### src/rtl/fetch_queue_if.sv
// Fetch front-end bundle: instruction bus, decode-side handshake, redirect and occupancy.
// master = fetch_queue side, slave = memory/decode/branch-unit side.
interface fetch_queue_if #(
  parameter int unsigned XLEN = 64,
  parameter int unsigned ILEN = 32,
  parameter int unsigned CW   = 3
);
  logic            ireq_valid;
  logic [XLEN-1:0] ireq_addr;
  logic            idata_ok;
  logic [ILEN-1:0] idata;
  logic            out_valid;
  logic [XLEN-1:0] out_pc;
  logic [ILEN-1:0] out_instr;
  logic            out_misaligned;
  logic            out_ready;
  logic            redirect_valid;
  logic [XLEN-1:0] redirect_pc;
  logic [CW-1:0]   count;

  modport master (
    output ireq_valid, ireq_addr, out_valid, out_pc, out_instr, out_misaligned, count,
    input  idata_ok, idata, out_ready, redirect_valid, redirect_pc
  );

  modport slave (
    input  ireq_valid, ireq_addr, out_valid, out_pc, out_instr, out_misaligned, count,
    output idata_ok, idata, out_ready, redirect_valid, redirect_pc
  );
endinterface

### src/rtl/fetch_queue.sv
// Instruction fetch front end: PC owner, single-outstanding bus requester and
// DEPTH-entry instruction FIFO feeding decode, with redirect/discard and misalign halt.
module fetch_queue #(
  parameter int unsigned     XLEN     = 64,
  parameter int unsigned     ILEN     = 32,
  parameter int unsigned     DEPTH    = 4,
  parameter logic [XLEN-1:0] RESET_PC = 'h8000_0000
) (
  input logic       clk,
  input logic       reset,
  fetch_queue_if.master bus
);
  localparam int unsigned AW = $clog2(DEPTH);
  localparam int unsigned CW = AW + 1;

  typedef enum logic [1:0] {FETCH, WAIT, DISCARD, HALT} state_e;

  typedef struct packed {
    logic [XLEN-1:0] pc;
    logic [ILEN-1:0] instr;
    logic            mis;
  } entry_t;

  state_e          state_q, state_d;
  logic [XLEN-1:0] pc_q, pc_d;
  logic [XLEN-1:0] addr_q, addr_d;
  logic [AW-1:0]   rd_q, rd_d, wr_q, wr_d;
  logic [CW-1:0]   count_q, count_d;
  entry_t          mem_q [DEPTH];
  entry_t          enq_entry, head;
  logic            enq, deq, free, aligned, out_valid;
  logic [XLEN-1:0] pc_inc;

  assign free      = count_q < CW'(DEPTH);
  assign aligned   = pc_q[1:0] == 2'b00;
  assign pc_inc    = pc_q + XLEN'(4);
  assign out_valid = count_q != '0;
  assign head      = mem_q[rd_q];

  always_comb begin
    state_d   = state_q;
    pc_d      = pc_q;
    addr_d    = addr_q;
    enq       = 1'b0;
    enq_entry = '{pc: pc_q, instr: '0, mis: 1'b0};
    deq       = out_valid && bus.out_ready && !bus.redirect_valid;

    unique case (state_q)
      FETCH: begin
        if (free) begin
          if (!aligned) begin
            enq           = 1'b1;
            enq_entry.mis = 1'b1;
            state_d       = HALT;
          end else begin
            state_d = WAIT;
          end
        end
      end
      WAIT: begin
        if (bus.idata_ok) begin
          enq             = 1'b1;
          enq_entry.instr = bus.idata;
          pc_d            = pc_inc;
          // Keep streaming only if a slot is still free after this cycle's enq/deq.
          if (((count_q + CW'(1) - CW'(deq)) < CW'(DEPTH)) && (pc_inc[1:0] == 2'b00))
            state_d = WAIT;
          else
            state_d = FETCH;
        end
      end
      DISCARD: begin
        if (bus.idata_ok) state_d = FETCH;
      end
      HALT: ;
      default: state_d = FETCH;
    endcase

    // The bus cannot abort, so an unanswered request keeps its old address in addr_q.
    if (bus.redirect_valid) begin
      enq  = 1'b0;
      pc_d = bus.redirect_pc;
      if (state_q == WAIT && !bus.idata_ok) begin
        state_d = DISCARD;
        addr_d  = pc_q;
      end else if (state_q == DISCARD && !bus.idata_ok) begin
        state_d = DISCARD;
      end else begin
        state_d = FETCH;
      end
    end

    if (bus.redirect_valid) begin
      count_d = '0;
      rd_d    = '0;
      wr_d    = '0;
    end else begin
      count_d = count_q + CW'(enq) - CW'(deq);
      rd_d    = rd_q + AW'(deq);
      wr_d    = wr_q + AW'(enq);
    end
  end

  always_ff @(posedge clk) begin
    if (!reset) begin
      state_q <= FETCH;
      pc_q    <= RESET_PC;
      addr_q  <= '0;
      rd_q    <= '0;
      wr_q    <= '0;
      count_q <= '0;
    end else begin
      state_q <= state_d;
      pc_q    <= pc_d;
      addr_q  <= addr_d;
      rd_q    <= rd_d;
      wr_q    <= wr_d;
      count_q <= count_d;
    end
  end

  always_ff @(posedge clk) begin
    if (enq) mem_q[wr_q] <= enq_entry;
  end

  assign bus.ireq_valid = reset &&
                          ((state_q == FETCH && free && aligned && !bus.redirect_valid) ||
                           state_q == WAIT || state_q == DISCARD);
  assign bus.ireq_addr      = (state_q == DISCARD) ? addr_q : pc_q;
  assign bus.out_valid      = out_valid;
  assign bus.out_pc         = out_valid ? head.pc    : '0;
  assign bus.out_instr      = out_valid ? head.instr : '0;
  assign bus.out_misaligned = out_valid && head.mis;
  assign bus.count          = count_q;
endmodule

### src/flat_wrapper.sv
// flat-port wrapper written by rule: the top's interface ports become plain ports
module fetch_queue_flat 
#(
  parameter int unsigned     XLEN     = 64,
  parameter int unsigned     ILEN     = 32,
  parameter int unsigned     DEPTH    = 4,
  parameter logic [XLEN-1:0] RESET_PC = 'h8000_0000
)
  (clk, reset, bus_ireq_valid, bus_ireq_addr, bus_out_valid, bus_out_pc, bus_out_instr, bus_out_misaligned, bus_count, bus_idata_ok, bus_idata, bus_out_ready, bus_redirect_valid, bus_redirect_pc);
  fetch_queue_if #(.XLEN(XLEN), .ILEN(ILEN), .CW(3)) bus_i ();
  input logic clk;
  input logic reset;
  output wire logic [$bits(bus_i.ireq_valid)-1:0] bus_ireq_valid;
  output wire logic [$bits(bus_i.ireq_addr)-1:0] bus_ireq_addr;
  output wire logic [$bits(bus_i.out_valid)-1:0] bus_out_valid;
  output wire logic [$bits(bus_i.out_pc)-1:0] bus_out_pc;
  output wire logic [$bits(bus_i.out_instr)-1:0] bus_out_instr;
  output wire logic [$bits(bus_i.out_misaligned)-1:0] bus_out_misaligned;
  output wire logic [$bits(bus_i.count)-1:0] bus_count;
  input wire logic [$bits(bus_i.idata_ok)-1:0] bus_idata_ok;
  input wire logic [$bits(bus_i.idata)-1:0] bus_idata;
  input wire logic [$bits(bus_i.out_ready)-1:0] bus_out_ready;
  input wire logic [$bits(bus_i.redirect_valid)-1:0] bus_redirect_valid;
  input wire logic [$bits(bus_i.redirect_pc)-1:0] bus_redirect_pc;
  assign bus_ireq_valid = bus_i.ireq_valid;
  assign bus_ireq_addr = bus_i.ireq_addr;
  assign bus_out_valid = bus_i.out_valid;
  assign bus_out_pc = bus_i.out_pc;
  assign bus_out_instr = bus_i.out_instr;
  assign bus_out_misaligned = bus_i.out_misaligned;
  assign bus_count = bus_i.count;
  assign bus_i.idata_ok = bus_idata_ok;
  assign bus_i.idata = bus_idata;
  assign bus_i.out_ready = bus_out_ready;
  assign bus_i.redirect_valid = bus_redirect_valid;
  assign bus_i.redirect_pc = bus_redirect_pc;
  fetch_queue #(.XLEN(XLEN), .ILEN(ILEN), .DEPTH(DEPTH), .RESET_PC(RESET_PC)) u_core (.clk(clk), .reset(reset), .bus(bus_i));
endmodule
### config.mk
export PLATFORM = sky130hd
export DESIGN_NAME = fetch_queue_flat
export DESIGN_NICKNAME = d
export VERILOG_FILES = /design/src/rtl/fetch_queue_if.sv /design/src/rtl/fetch_queue.sv /design/src/flat_wrapper.sv
export SDC_FILE = /design/constraint.sdc
export NUM_CORES = 1
export LEC_CHECK = 0
export ABC_AREA = 0
export CAP_MARGIN = 20
export CORE_MARGIN = 1.5
export CORE_UTILIZATION = 40
export CTS_BUF_LIST = sky130_fd_sc_hd__clkbuf_2 sky130_fd_sc_hd__clkbuf_4 sky130_fd_sc_hd__clkbuf_8
export DETAILED_ROUTE_END_ITERATION = 6
export MAX_ROUTING_LAYER = met4
export PLACE_DENSITY_LB_ADDON = 0.2
export REMOVE_ABC_BUFFERS = 1
export SYNTH_ARGS = -nofsm -noshare
export SYNTH_HDL_FRONTEND = slang
export SYNTH_SLANG_ARGS = --single-unit
### constraint.sdc
create_clock -name clk -period 11.7 [get_ports clk]
set_input_delay 1.755 -clock clk [delete_from_list [all_inputs] [get_ports clk]]
set_output_delay 1.755 -clock clk [all_outputs]
set_load 0.02 [all_outputs]
# Yosys cells after proc, flatten, opt, wreduce, memory -nomap -nowiden
# Memories as Yosys holds them, arrays and structs flattened. A register that Yosys moved wholly into a read port is not among the register bits.
# Index checks and enable logic that the tools add are counted.
[totals] regBits=137 ramBits=388 input_bits=101 out_inout_bits=166 elab_cells=73 n_memories=1
[mem_list] memory="u_core.mem_q" depth=4 word_bits=97 rd=1 rd_ports_with_merged_regs=1 write_ports=1 line="fetch_queue.sv:29" rtl="entry_t mem_q [DEPTH];"
[op_classes] n_addsub=7 magnitude_cmp=2 n_eq_ne=5 mux=26 n_bitwise=1 reduce_logical=25
[ops] cell="two-way mux 64 bit" count=5
[ops] cell="two-way mux 32 bit" count=3
[ops] cell="adder 64 x 3 -> 64 bit, second input constant" count=1
[ops] cell="two-way mux 2 bit" count=8
[ops] cell="logical AND 1 bit" count=10
[ops] cell="two-way mux 1 bit" count=8
[ops] cell="zero test 2 bit" count=3
[ops] cell="less-than comparator 3 bit, second input constant" count=2
[ops] cell="!= test 3 bit, second input constant" count=2
[ops] cell="case mux 2 bit (3 select lines)" count=1
[ops] cell="subtractor 3 x 1 -> 3 bit" count=2
[ops] cell="adder 2 x 1 -> 2 bit" count=2
[ops] cell="AND reduction 2 bit" count=2
[ops] cell="AND reduction 4 bit" count=1
[ops] cell="nonzero test 2 bit" count=2
[ops] cell="nonzero test 4 bit" count=1
[ops] cell="adder 3 x 1 -> 3 bit" count=1
[ops] cell="adder 3 x 1 -> 3 bit, second input constant" count=1
[ops] cell="!= test 3 x 2 -> 1 bit, second input constant" count=1
[ops] cell="nonzero test 3 bit" count=1
[ops] cell="== test 2 x 1 -> 1 bit, second input constant" count=1
[ops] cell="== test 2 bit, second input constant" count=1
[ops] cell="zero test 1 bit" count=2
[ops] cell="logical OR 1 bit" count=2
[ops] cell="other kinds (3)" count=3

# Longest topological paths before layout
# Gate-level depths: netlist (run 1).
[logic_depth] ltp_word=10 mapped_depth=10 depth_no_buf=9

# Worst setup path before layout (run 1)
# Ideal clock, no wire load.
[synth_path] path_type="input to register" from="in bus_idata_ok" to="mem u_core.mem_q[0][0] (netlist bit) (enable)" arrival_ns=9.732 slack_ns=1.276 stages=5 path_buffers=2 path_cell_list="clkbuf_1 > and2_1 > clkbuf_1 > o21a_1 > nor3b_1"
[synth_via] elab_chain_len=5
[synth_rtl] item="from (decl)" line="flat_wrapper.sv:20" rtl="input wire logic [$bits(bus_i.idata_ok)-1:0] bus_idata_ok;"
[synth_rtl] item="two-way mux 1 bit" line="fetch_queue.sv:61" rtl="if (bus.idata_ok) begin"
[synth_rtl] item="case mux 1 bit (2 select lines)" line="fetch_queue.sv:48" rtl="unique case (state_q)"
[synth_rtl] item="two-way mux 1 bit" line="fetch_queue.sv:80" rtl="if (bus.redirect_valid) begin"
[synth_rtl] item="two-way mux 1 bit" line="fetch_queue.sv:123" rtl="if (enq) mem_q[wr_q] <= enq_entry;"
[synth_rtl] item="two-way mux 1 bit (implied by the code)" line="fetch_queue.sv:123"
[synth_rtl] item="to (decl)" line="fetch_queue.sv:29"
# Every way passes these cells.

==> results of run 1 <==
## logic make-up after synthesis
family	Yosys count	share of synthesized area, %
DFF	525	64.79
and+or+nand+nor	509	12.11
AOI/OAI and AO/OA	200	5.919
muxes	155	12.76
buffers and inverters	126	2.315
xor gates and xnor gates	41	1.616
adders and majority gates	8	0.4843
## metrics by stage
stage / cell area (um^2) / worst slack, ns
final: 27330 / 5.731
after global routing: 27330 / 5.328
after CTS: 27330 / 5.516
after detailed placement: 25570 / 6.144
after global placement: 25570 / 6.163
after floorplan: 21760 / 0.6583
## power by group
part           internal, uW  switching (uW)  total (uW)  leakage [uW]
combinational           217             265         483       0.00333
clock                   891             728        1620      0.000936
sequential             2070            53.0        2120       0.00480
total                  3180            1050        4220       0.00906
## placed cells by master (no fill, tap or decap), types with 5 or more instances in the layout
cell type,n
a211oi_1,5
a21boi_0,64
a21oi_1,30
a31oi_1,14
and2_1,108
and3_1,46
and4_1,8
buf_4,23
clkbuf_4,34
clkbuf_8,93
clkdlybuf4s50_1,264
clkinv_1,18
clkinv_2,10
dfxtp_1,135
edfxtp_1,388
ha_1,6
inv_1,14
mux2_2,56
mux4_2,97
nand2_1,185
nand2b_1,11
nand3_1,27
nand4_1,18
nor2_1,24
nor3_1,19
nor4_1,18
o211a_1,7
o21ai_0,56
o311a_1,5
o31ai_1,5
or3_1,9
or4_1,11
xnor2_1,30
xor2_1,11
## critical path: stages (launching register included)
cell and delay, ns:
dfxtp_4 0.51, buf_4 0.70, buf_4 0.85, mux4_2 0.63
and2_1 0.17, clkdlybuf4s50_1 0.53
## Yosys cell counts, types with 25 or more instances
master    number
edfxtp_1     388
a21boi_0      64
o21ai_0       56
xnor2_1       30
nand2_1      185
a21oi_1       30
mux2_2        56
nand3_1       27
clkbuf_1      87
and3_1        47
nor2_1        25
and2_1       108
dfxtp_1      137
mux4_2        97
## flip-flops by register name (all words and copies together) (netlist names)
name and flops:
u_core.rd_q 2, u_core.bus.count 3, u_core.wr_q 2, u_core.mem_q 388, u_core.pc_q 64, u_core.addr_q 64, u_core.state_q 2
## area by class of cell
type | instances | area, um^2 | share of cell area (%)
flip-flops and latches | 525 | 14400 | 52.69
multi-input cells | 913 | 7352 | 26.90
repair buffers | 288 | 2820 | 10.32
clock buffers | 127 | 1535 | 5.617
well taps | 748 | 935.9 | 3.424
clock inverters | 36 | 229.0 | 0.8378
inverters | 15 | 56.30 | 0.2060
## layer usage
metal,share of wire [%],vias to the layer above
met5,0,-
met2,48,422
li1,-,6466
met4,2.2,0
met3,5.6,95
met1,44,7039
## path summary, 6_finish.rpt
kind                                    to  cells past startpoint                           start  slack [ns]
min          u_core.addr_q[3]$_SDFFE_PN0P_                      2   u_core.addr_q[3]$_SDFFE_PN0P_        0.46
max reg2reg  u_core.mem_q[2][47]$_DFFE_PP_                      9  u_core.state_q[1]$_SDFFE_PN0P_        7.84
min reg2reg  u_core.addr_q[3]$_SDFFE_PN0P_                      2   u_core.addr_q[3]$_SDFFE_PN0P_        0.46
max                       bus_out_instr[2]                      5       u_core.rd_q[0]$_SDFF_PP0_        5.73
==> impl_metrics.json, run 1 <==
{
  "routabilityCongestion": 0.7971,
  "grt_max_degree": 100,
  "synth_area_um2": 22220,
  "drive_gt1_share_pct": 18.01,
  "dp_cells": 2489,
  "end_kind": "primary output",
  "leakage_uw": 0.009063,
  "io_pins": 267,
  "hold_violations": 0,
  "synth_top_cell_by_area": "edfxtp_1",
  "setup_tns_ns": 0,
  "clk_pin_slew_ns": 0.06,
  "yosysTopAreaCellShare_pct": 52.44,
  "slew-limit-headroom_pct": 30.11,
  "finalCritPeriodShare_pct": 51.01,
  "synth_cell_type_count": 55,
  "layout.nets": 1940,
  "max-vdd-ir-drop_mv": 0.09386,
  "fillers": 4770,
  "met3_usage_pct": 3.915,
  "start_util_pct": 40.40,
  "setup_viol_count_final": 0,
  "postCtsHoldBufs": 0,
  "powerDensity_nw_per_um2": 154.5,
  "min_period_ns": 5.969,
  "clock_latency_ns": 0.66,
  "grtUsageMet2_pct": 33.95,
  "avgViaCountPerCell": 5.287,
  "cts_tree": "yes",
  "fin_util_pct": 49.70,
  "antenna_found_initial": 0,
  "critPathMaxFanout": 47,
  "core_um2": 54990,
  "drv_slew": 0,
  "seq_area_frac_synth_pct": 64.79,
  "wl_per_cell_um": 22.08,
  "cts.sinks": 525,
  "cp_data_arrival_time_ns": 4.21,
  "diodes": 0,
  "first_pass_iters": 7,
  "die_h_um": 238.7,
  "grt_use_met1_pct": 28.28,
  "via_count": 14020,
  "htree_levels": 3,
  "num_rows": 86,
  "synth-edff-count": 388,
  "grt_pass1_vias": 14430,
  "syn_inst": 1564,
  "stdcell_count": 2652,
  "grt-ovfl-total": 0,
  "synth_area_leaders": "edfxtp_1 (52%), dfxtp_1 (12%), mux4_2 (9.8%)",
  "ctsResizeCount": 0,
  "dieArea_um2": 56960,
  "maxCapViolCount": 0,
  "area_delta_synth_final_pct": 23.02,
  "wirelength_um": 58550,
  "post_cts_buffers": 0,
  "cp.required_ns": 9.95,
  "clockRootBuffer": "clkbuf_8",
  "synth-main-ff-cell": "edfxtp_1",
  "die_x_um": 238.7,
  "rsz0062_at_grt": "false",
  "grt-busiest-layer": "met2",
  "synth-async-reset-ratio_pct": 0,
  "drt_iter0_markers": 1006,
  "run_status": "completed",
  "crit_type": "register to primary output",
  "fin_skew_ns": 0.02019,
  "p_total_uw": 4223,
  "drcViolationCount": 0,
  "grt_pass1_wl_um": 88880,
  "synth_seq_cells": 525,
  "crit_path_start_kind": "register",
  "port-buffer-count": 266,
  "antenna_left": 0,
  "tightestPinTransition_ns": 1.039,
  "hp-class": "register to register",
  "numCtsBuffers": 88,
  "max_freq_mhz": 167.5,
  "track_usage_pct": 21.42,
  "timing.hold.ws_ns": 0.4586,
  "yosys_warnings": 0,
  "cts_buffer_depth": 3,
  "dp_hpwl_um": 35290,
  "avgSynthCellArea_um2": 14.20
}
Power figures use the tool's default switching activity.
==> run 2: changes to the inputs <==
- clock period: 11.7 -> 5 ns (I/O delays scaled with it)
==> impl_metrics.json, run 2 (same netlist as run 1, synthesis figures left out) <==
{
  "grt-ovfl-total": 0,
  "post_cts_buffers": 0,
  "area_delta_synth_final_pct": 24.35,
  "maxCapViolCount": 0,
  "cts.sinks": 525,
  "slew-limit-headroom_pct": 42.55,
  "largest_reg_flops": 388,
  "slowest_delay_ns": 0.75,
  "core_um2": 54990,
  "end_kind": "primary output",
  "placed_cell_area_um2": 25660,
  "grt_max_degree": 100,
  "largest_register": "u_core.mem_q",
  "wl_per_cell_um": 22.18,
  "port-buffer-count": 266,
  "path_cells": "buf_12, mux4_2, and2_1, clkdlybuf4s50_1",
  "tightestPinTransition_ns": 0.8617,
  "wirelength_um": 59190,
  "cts_buffer_depth": 3,
  "avgViaCountPerCell": 5.294,
  "cp_data_arrival_time_ns": 3.16,
  "via_count": 14130,
  "reg2reg_slack_ns": 2.14,
  "crit_buf_inv": 2,
  "top_regs": "u_core.mem_q x388, u_core.addr_q x64, u_core.pc_q x64",
  "fin_skew_ns": 0.02547,
  "leakage_uw": 0.009194,
  "dp_hpwl_um": 35810,
  "crit_path_start_kind": "register",
  "cp.required_ns": 4.25,
  "die_x_um": 238.7,
  "htree_levels": 3,
  "antenna_found_initial": 2,
  "routabilityCongestion": 0.7719,
  "postCtsHoldBufs": 0,
  "clockRootBuffer": "clkbuf_8",
  "max_freq_mhz": 255.5,
  "final_area_um2": 27630,
  "drcViolationCount": 0,
  "die_h_um": 238.7,
  "antenna_left": 0,
  "drv_slew": 0,
  "fin_util_pct": 50.24,
  "numCtsBuffers": 92,
  "grt_pass1_wl_um": 88740,
  "powerDensity_nw_per_um2": 367.7,
  "dieArea_um2": 56960,
  "critPathTopFamily": "buffers and inverters",
  "layout_common_cells": "edfxtp_1 (388), clkdlybuf4s50_1 (264), nand2_1 (185)",
  "track_usage_pct": 21.50,
  "setup_viol_count_final": 0,
  "cts_tree": "yes",
  "io_pins": 267,
  "critPathMaxFanout": 46,
  "grt_pass1_vias": 14510,
  "min_period_ns": 3.914,
  "rsz0062_at_grt": "false",
  "first_pass_iters": 5,
  "layout.nets": 1948,
  "run_status": "completed",
  "place_ws_ns": 1.508,
  "drive_gt1_share_pct": 18.72,
  "p_total_uw": 10160,
  "hp-class": "input port to register",
  "hold_violations": 0,
  "cp_slowest_cell": "dfxtp_4",
  "final_common_cell": "edfxtp_1",
  "clock_latency_ns": 0.66,
  "worst_slack_ns": 1.086,
  "crit_type": "register to primary output",
  "start_util_pct": 40.40,
  "setup_tns_ns": 0,
  "num_rows": 86,
  "finalCritPeriodShare_pct": 78.28,
  "clk_pin_slew_ns": 0.06,
  "ctsResizeCount": 0,
  "drt_iter0_markers": 1024,
  "max-vdd-ir-drop_mv": 0.1995
}
## run 2: cell type report
cell class                      count  area (um^2)
Inverter                           15        56.30
Antenna cell                        3        7.507
Timing Repair Buffer              292         2945
Multi-Input combinational cell    913         7352
Tap cell                          748        935.9
Clock inverter                     25        172.7
Clock buffer                      148         1755
Sequential cell                   525        14400
Fill cell                        4787        27360
## run 2: worst reg2reg max path: cells and delay by family, from the launching register on
kind / cells / cell delay (ns)
AO/OA/AOI/OAI: 2 / 0.60
flip-flops: 1 / 0.63
AND/OR/NAND/NOR: 3 / 1.52
## run 2: per-stage QoR
step / instances / hold slack (ns)
floorplan: 1453 / 0.4329
global placement: 2492 / 0.4409
detailed placement: 2492 / 0.4469
CTS: 2665 / 0.3891
global route: 2667 / 0.4278
finish: 2669 / 0.4501
## run 2: final timing paths
path	startpoint	to	cells after the start
worst min-delay path	bus_redirect_valid	u_core.pc_q[1]$_SDFFE_PN0P_	3
worst max register to register	u_core.pc_q[6]$_SDFFE_PN0P_	u_core.pc_q[53]$_SDFFE_PN0P_	5
worst max-delay path	u_core.rd_q[0]$_SDFF_PP0_	bus_out_pc[43]	4
worst min register to register	u_core.addr_q[52]$_SDFFE_PN0P_	u_core.addr_q[52]$_SDFFE_PN0P_	2
## run 2: layer usage
layer  vias to the layer above  wire, um  global-route usage (%)
li1                       6497         -                       -
met1                      7131     26220                   28.23
met2                       412     28840                   34.47
met3                        91      2763                   3.614
met4                         0      1367                   6.233
met5                         -         0                       -
## run 2: power breakdown
part	internal, uW	leakage (uW)	total, uW	switching (uW)
combinational	515	0.00337	1140	621
clock	2330	0.00103	4060	1730
sequential	4840	0.00480	4970	128
total	7680	0.00919	10200	2480
